--- src/rtl/regfile_mp.sv ---
// Multi-port register file: NUM_RD combinational read ports, two write ports with
// same-cycle bypass, and a clear engine that zeroes every entry after reset or on request.
module regfile_mp #(
    parameter int DATA_W   = 32,
    parameter int ADDR_W   = 5,
    parameter int NUM_RD   = 2,
    parameter int ZERO_REG = 1
) (
    input  logic                     clk,
    input  logic                     rst,
    input  logic                     we0,
    input  logic                     we1,
    input  logic [ADDR_W-1:0]        waddr0,
    input  logic [ADDR_W-1:0]        waddr1,
    input  logic [DATA_W-1:0]        wdata0,
    input  logic [DATA_W-1:0]        wdata1,
    input  logic [NUM_RD-1:0]        re,
    input  logic [NUM_RD*ADDR_W-1:0] raddr,
    output logic [NUM_RD*DATA_W-1:0] rdata,
    input  logic                     clr_req,
    output logic                     clr_busy,
    output logic                     clr_done
);

    localparam int DEPTH = 2**ADDR_W;

    typedef enum logic {
        IDLE  = 1'b0,
        SWEEP = 1'b1
    } state_t;

    state_t              state, state_nxt;
    logic [ADDR_W-1:0]   cnt, cnt_nxt;
    logic                busy_nxt, done_nxt;
    logic                drop0, drop1, wr0, wr1;
    logic [DATA_W-1:0]   mem [DEPTH];

    assign drop0 = (ZERO_REG != 0) && (waddr0 == '0);
    assign drop1 = (ZERO_REG != 0) && (waddr1 == '0);
    assign wr1   = (state == IDLE) && we1 && !drop1;
    // Port 1 wins a same-address collision, so port 0 stands down.
    assign wr0   = (state == IDLE) && we0 && !drop0 && !(wr1 && (waddr1 == waddr0));

    always_ff @(posedge clk or posedge rst) begin
        if (rst) begin
            state    <= SWEEP;
            cnt      <= '0;
            clr_busy <= 1'b1;
            clr_done <= 1'b0;
        end else begin
            state    <= state_nxt;
            cnt      <= cnt_nxt;
            clr_busy <= busy_nxt;
            clr_done <= done_nxt;
        end
    end

    always_comb begin
        state_nxt = state;
        cnt_nxt   = cnt;
        busy_nxt  = clr_busy;
        done_nxt  = 1'b0;
        unique case (state)
            SWEEP: begin
                cnt_nxt = cnt + ADDR_W'(1);
                if (&cnt) begin
                    state_nxt = IDLE;
                    busy_nxt  = 1'b0;
                    done_nxt  = 1'b1;
                end
            end
            IDLE: begin
                if (clr_req) begin
                    state_nxt = SWEEP;
                    cnt_nxt   = '0;
                    busy_nxt  = 1'b1;
                end
            end
            default: ;
        endcase
    end

    // NOTE: the array has no reset branch; the sweep defines its contents so it can map to plain RAM.
    always_ff @(posedge clk) begin
        if (state == SWEEP) begin
            mem[cnt] <= '0;
        end else begin
            if (wr0) mem[waddr0] <= wdata0;
            if (wr1) mem[waddr1] <= wdata1;
        end
    end

    for (genvar i = 0; i < NUM_RD; i++) begin : g_rd
        logic [ADDR_W-1:0] ra;
        logic [DATA_W-1:0] rd;

        assign ra = raddr[i*ADDR_W +: ADDR_W];

        always_comb begin
            rd = '0;
            if (!rst && (state == IDLE) && !((ZERO_REG != 0) && (ra == '0)) && re[i]) begin
                if (wr1 && (waddr1 == ra))      rd = wdata1;
                else if (wr0 && (waddr0 == ra)) rd = wdata0;
                else                            rd = mem[ra];
            end
        end

        assign rdata[i*DATA_W +: DATA_W] = rd;
    end

endmodule

--- config.mk ---
export PLATFORM = sky130hd
export DESIGN_NAME = regfile_mp
export DESIGN_NICKNAME = d
export VERILOG_FILES = /design/src/rtl/regfile_mp.sv
export SDC_FILE = /design/constraint.sdc
export NUM_CORES = 2
export LEC_CHECK = 0
export BUFFER_PORTS_ARGS = -buffer_cell sky130_fd_sc_hd__buf_2
export CAP_MARGIN = 20
export CELL_PAD_IN_SITES_DETAIL_PLACEMENT = 1
export CELL_PAD_IN_SITES_GLOBAL_PLACEMENT = 2
export CORE_MARGIN = 2
export CORE_UTILIZATION = 30
export CTS_BUF_LIST = sky130_fd_sc_hd__clkbuf_4 sky130_fd_sc_hd__clkbuf_8 sky130_fd_sc_hd__clkbuf_16
export CTS_CLUSTER_SIZE = 24
export DETAILED_ROUTE_END_ITERATION = 16
export GPL_ROUTABILITY_DRIVEN = 1
export PLACE_DENSITY_LB_ADDON = 0.05
export REMOVE_ABC_BUFFERS = 1
export SLEW_MARGIN = 20
export SYNTH_ARGS = -nofsm -noshare
export SYNTH_HDL_FRONTEND = slang
export SYNTH_SLANG_ARGS = --single-unit
export TNS_END_PERCENT = 10
--- constraint.sdc ---
create_clock -name clk -period 4.7 [get_ports clk]
set_clock_uncertainty 0.05 [all_clocks]
set_input_delay 0.94 -clock clk [delete_from_list [all_inputs] [get_ports clk]]
set_output_delay 0.94 -clock clk [all_outputs]
set_load 0.005 [all_outputs]
[Yosys cells after proc, flatten, opt, wreduce, memory -nomap -nowiden]
Memories as Yosys holds them, arrays and structs flattened.
Index checks and enable logic that the tools add are counted.
Storage, ports and cells
  output and inout bits: 66
  logic and storage cells: 69
  memory bits (writable): 1024
  input port bits: 91
  flip-flop bits (word level): 8
  memories: 1
Operators by class
  add/sub/neg operators: 1
  reductions and logical operators: 28
  equality and inequality tests: 7
  mux-type cells: 27
  bitwise logic cells: 1
Memory list
  mem: words 32, width 32, rd ports 2, clocked after memory_dff 0, wr ports 2, line 36  | logic [DATA_W-1:0] mem [DEPTH];
Operator list (number)
  $mux W32: 7
  $reduce_or A32 Y1: 1
  $eq A5 B5 Y1: 5
  $logic_not A5 Y1: 4
  $logic_and A1 B1 Y1: 15
  $mux W1: 15
  $mux W5: 2
  $pmux W5 S2: 1
  $logic_not A1 Y1: 6
  $add A5 B1 Y5 const B: 1
  $reduce_and A5 Y1: 1
  $pmux W1 S2: 2
  $ne A2 B1 Y1 const B: 1
  $ne A2 B2 Y1 const B: 1
  $reduce_and A2 Y1: 1
  $not A1 Y1: 1

[Logic depth before layout (Yosys ltp)]
  word-level depth: 11
  depth in mapped cells: 9
  gate-level depth less buffers: 6

[Least setup slack after synthesis]
OpenSTA, ideal clock, no wires.
  kind: input to register
  start point: input port waddr0[4]
  end point: memory mem[5][0], enable pin
  data required time: 4.217 ns
  path slack: 0.239 ns
  stages on the path: 9
  buffers on the path: 3
  setup time: 0.433 ns
  arrival: 3.978 ns
  cell sequence: buf_2 -> xor2_1 -> nor4_4 -> a21boi_4 -> buf_4 -> buf_2 -> nor4_1 -> a21oi_1 -> o22ai_1
RTL lines
  start: declaration: line 13  | input logic [ADDR_W-1:0] waddr0,
  end: declaration: line 36

[Worst setup path after layout]
  start point: input port raddr[0]
  end point: output port rdata[21]
On the way
  longest elaborated chain between the ends: 5
  elaborated cells between the ends (all ways): 12
  classes of those cells: eq/ne: 2; mux: 3; reduce/logical: 6; memory: 1
RTL lines
  start: declaration: line 18  | input logic [NUM_RD*ADDR_W-1:0] raddr,
  parallel branches: the longest is 4 deep, another holds $mem_v2 Z32 W32
  $mux W32 (*): line 101  | if (!rst && (state == IDLE) && !((ZERO_REG != 0) && (ra == '0)) && re[i]) begin
  end: declaration: line 19  | output logic [NUM_RD*DATA_W-1:0] rdata,
Mark *: on every way between the ends.

==> metrics <==
Worst Setup EP rdata[21]; I/O pins about 160; total die area ~210000 sq um; sequential share of power a little over two fifths; Worst setup EP type output port; Avg WL per Cell between 30 and 40 um; largest net degree at the start of global routing 65; CTS tree built; status finished, final reports clean; Post-synth top flop edfxtp_1; max_cap viols 0; synthesized area per cell 10.78 sq um; library cells used by synthesis 56; CP startpoint raddr[0]; Clk pwr share 38.4%; initial core utilization between 30% and 40%; Setup-failing EPs final 0; ys async rst share less than 1%; Least-Margin Pin Slew approximately 1.1 ns; setup slack, reg-to-reg 1.00 ns; end-of-flow core utilization between 30% and 40%; Routed WL slightly below 300000 um; Worst EP arrival between 3 and 4 ns; detailed router's first-iteration violation count ~4500; Final Hold Viols 0; vias in the first global route approximately 48000; fin worst setup slack approximately 0.16 ns; Seq cells post-synth between 1000 and 1500; layout cells sized above 1 18.82%; cts bufs inserted around 140; vias per cell about 5.8; Cell Int Power ~19 mW; synth-to-layout area growth 17.44%; met2 wire length approximately 140000 um; Detailed Routing Iterations Pass 1 5; Reg-to-Reg Start state; Comb pwr share 18.6%; Slew Limit Fails 0; wl on met1 roughly 130000 um; antenna-violating nets left 0; Post-Syn Area 60420 sq um; Clock Tree Buf Depth 3; DP HPWL 168100 um; FF-to-FF path depth 9; fmax approximately 0.22 GHz; number of synthesized flops with an enable pin between 1000 and 1500; Core Area 199900 sq um; Clock Pin Slew Worst Setup and Hold Paths approximately 0.050 ns; Worst Path Required between 3 and 4 ns; Tightest Hold Check Type in2reg; I/O Buffers approximately 160; final hold slack 0.3527 ns; global-route wire length before repair roughly 400000 um; htree depth 4; total negative slack 0 ns; most frequent cells in the layout 1106 x nand2_1, 1024 x edfxtp_1, 996 x o21ai_0; TritonCTS Sinks 1032; Tmin final 4.540 ns; register area share after synthesis about half; met3 WL post-DR around 12000 um; initial antenna violation count 4; Clk Latency, worst-skew pair around 0.8 ns; clock root cell clkbuf_16; DR top layer met4; Reg-to-Reg End mem[28][23]; Pwr Density 384.6 nW/um^2; unrepaired setup endpoints after global routing false; Worst slew margin between 20% and 30%; Vias about 48000; cell count after synthesis about 5600; PnR Total Power 27.29 mW; Total GRT Usage 27.95%; # DRC 0; CP max FO 37; commonest non-fill, non-tap cell in the layout nand2_1; fin nets roughly 5600; grt total ovfl 0; row count roughly 160; pre-CTS WS 0.1646 ns; Max VDD drop 0.3367 mV; NetSw between 8 and 9 mW; Final Cycle Share slightly below 100%; Die Y around 450 um; Leak about 24 nW; yosys warns 0; Worst setup SP type primary input; GP Congestion just under 0.8; Crit Path Class in2out; Die Wd between 400 and 500 um; switching power share of the total a little under a third
worst min-delay path by stage:
stage | start | cells after the start | slack, ns | end
floorplan | clr_busy | 2 | 0.42 | clr_busy
global placement | clr_busy | 2 | 0.42 | clr_busy
detailed placement | clr_busy | 2 | 0.43 | clr_busy
CTS | clr_req | 2 | 0.29 | cnt[3]
global route | clr_req | 2 | 0.33 | cnt[4]
finish | clr_req | 2 | 0.35 | cnt[3]
routing by layer:
layer  global-route usage, %  vias up
li1                        -    20849
met1                   37.81    25211
met2                   46.79     1358
met3                   2.902      415
met4                   9.078        0
met5                       0        -
synthesized netlist by cell type (all sizes together), types with 7 or more instances:
cell / number / share of area, %
buf: 174 / 1.4
o21ai: 998 / 8.3
o22ai: 32 / 0.33
a221o: 64 / 1.1
mux2i: 524 / 8.7
a41oi: 71 / 1.3
inv: 38 / 0.24
nand2b: 10 / 0.10
xnor2: 7 / 0.10
mux4: 248 / 9.2
clkbuf: 504 / 3.1
and3: 62 / 0.64
a31oi: 7 / 0.072
nand3: 142 / 1.2
edfxtp: 1024 / 51
nor3: 9 / 0.091
nand2: 1106 / 6.9
a21oi: 192 / 1.6
nor2b: 79 / 0.82
xor2: 19 / 0.28
a22oi: 191 / 2.4
nor2: 51 / 0.32
power groups by stage:
stage	Combinational [mW]	Sequential (mW)	Clock, mW
after global placement	5.06	11.9	0
after CTS	5.09	11.8	10.7
final	5.07	11.8	10.5
after floorplan	2.07	11.8	0
after global routing	5.30	11.9	11.0
after detailed placement	5.08	11.9	0
sequential cells by signal (all words and copies together), names as in the netlist:
signal    cells
clr_busy      1
clr_done      1
cnt           5
mem        1024
state         1
critical path, stage by stage:
cell     delay, ns
buf_8         0.41
mux4_2        0.58
and3_1        0.20
a21oi_1       0.46
a41oi_1       0.26
buf_4         0.20
a221o_1       0.24
buf_2         0.13
repair_timing:
action	in CTS	in global routing
endpoints found under the hold margin	6	0
resized for setup	2	1
setup endpoints to repair	27	4
hold buffers	1	0
pin swaps	1	0
buffers inserted	0	0
final cells by class:
cell class	count	area, sq um
Multi-Input combinational cell	3857	27420
Sequential cell	1032	30960
Clock inverter	59	526.8
Tap cell	2656	3323
Inverter	38	142.6
Antenna cell	2	5.005
Timing Repair Buffer	474	4783
Clock buffer	182	3801
Fill cell	21585	128900
kinds of logic after synthesis:
family | share of synthesized area, %
xor gates and xnor gates | 0.3769
muxes | 17.94
AOI/OAI and AO/OA | 15.21
and+or+nand+nor | 10.38
adders and majority gates | 0.04141
buffers and inverters | 4.819
DFF | 51.23
through the flow:
step | instances | instance area, sq um
floorplan | 4927 | 57650
global placement | 8056 | 66600
detailed placement | 8056 | 66600
CTS | 8298 | 70950
global route | 8299 | 70950
finish | 8300 | 70960
(Power assumes the default switching activity.)
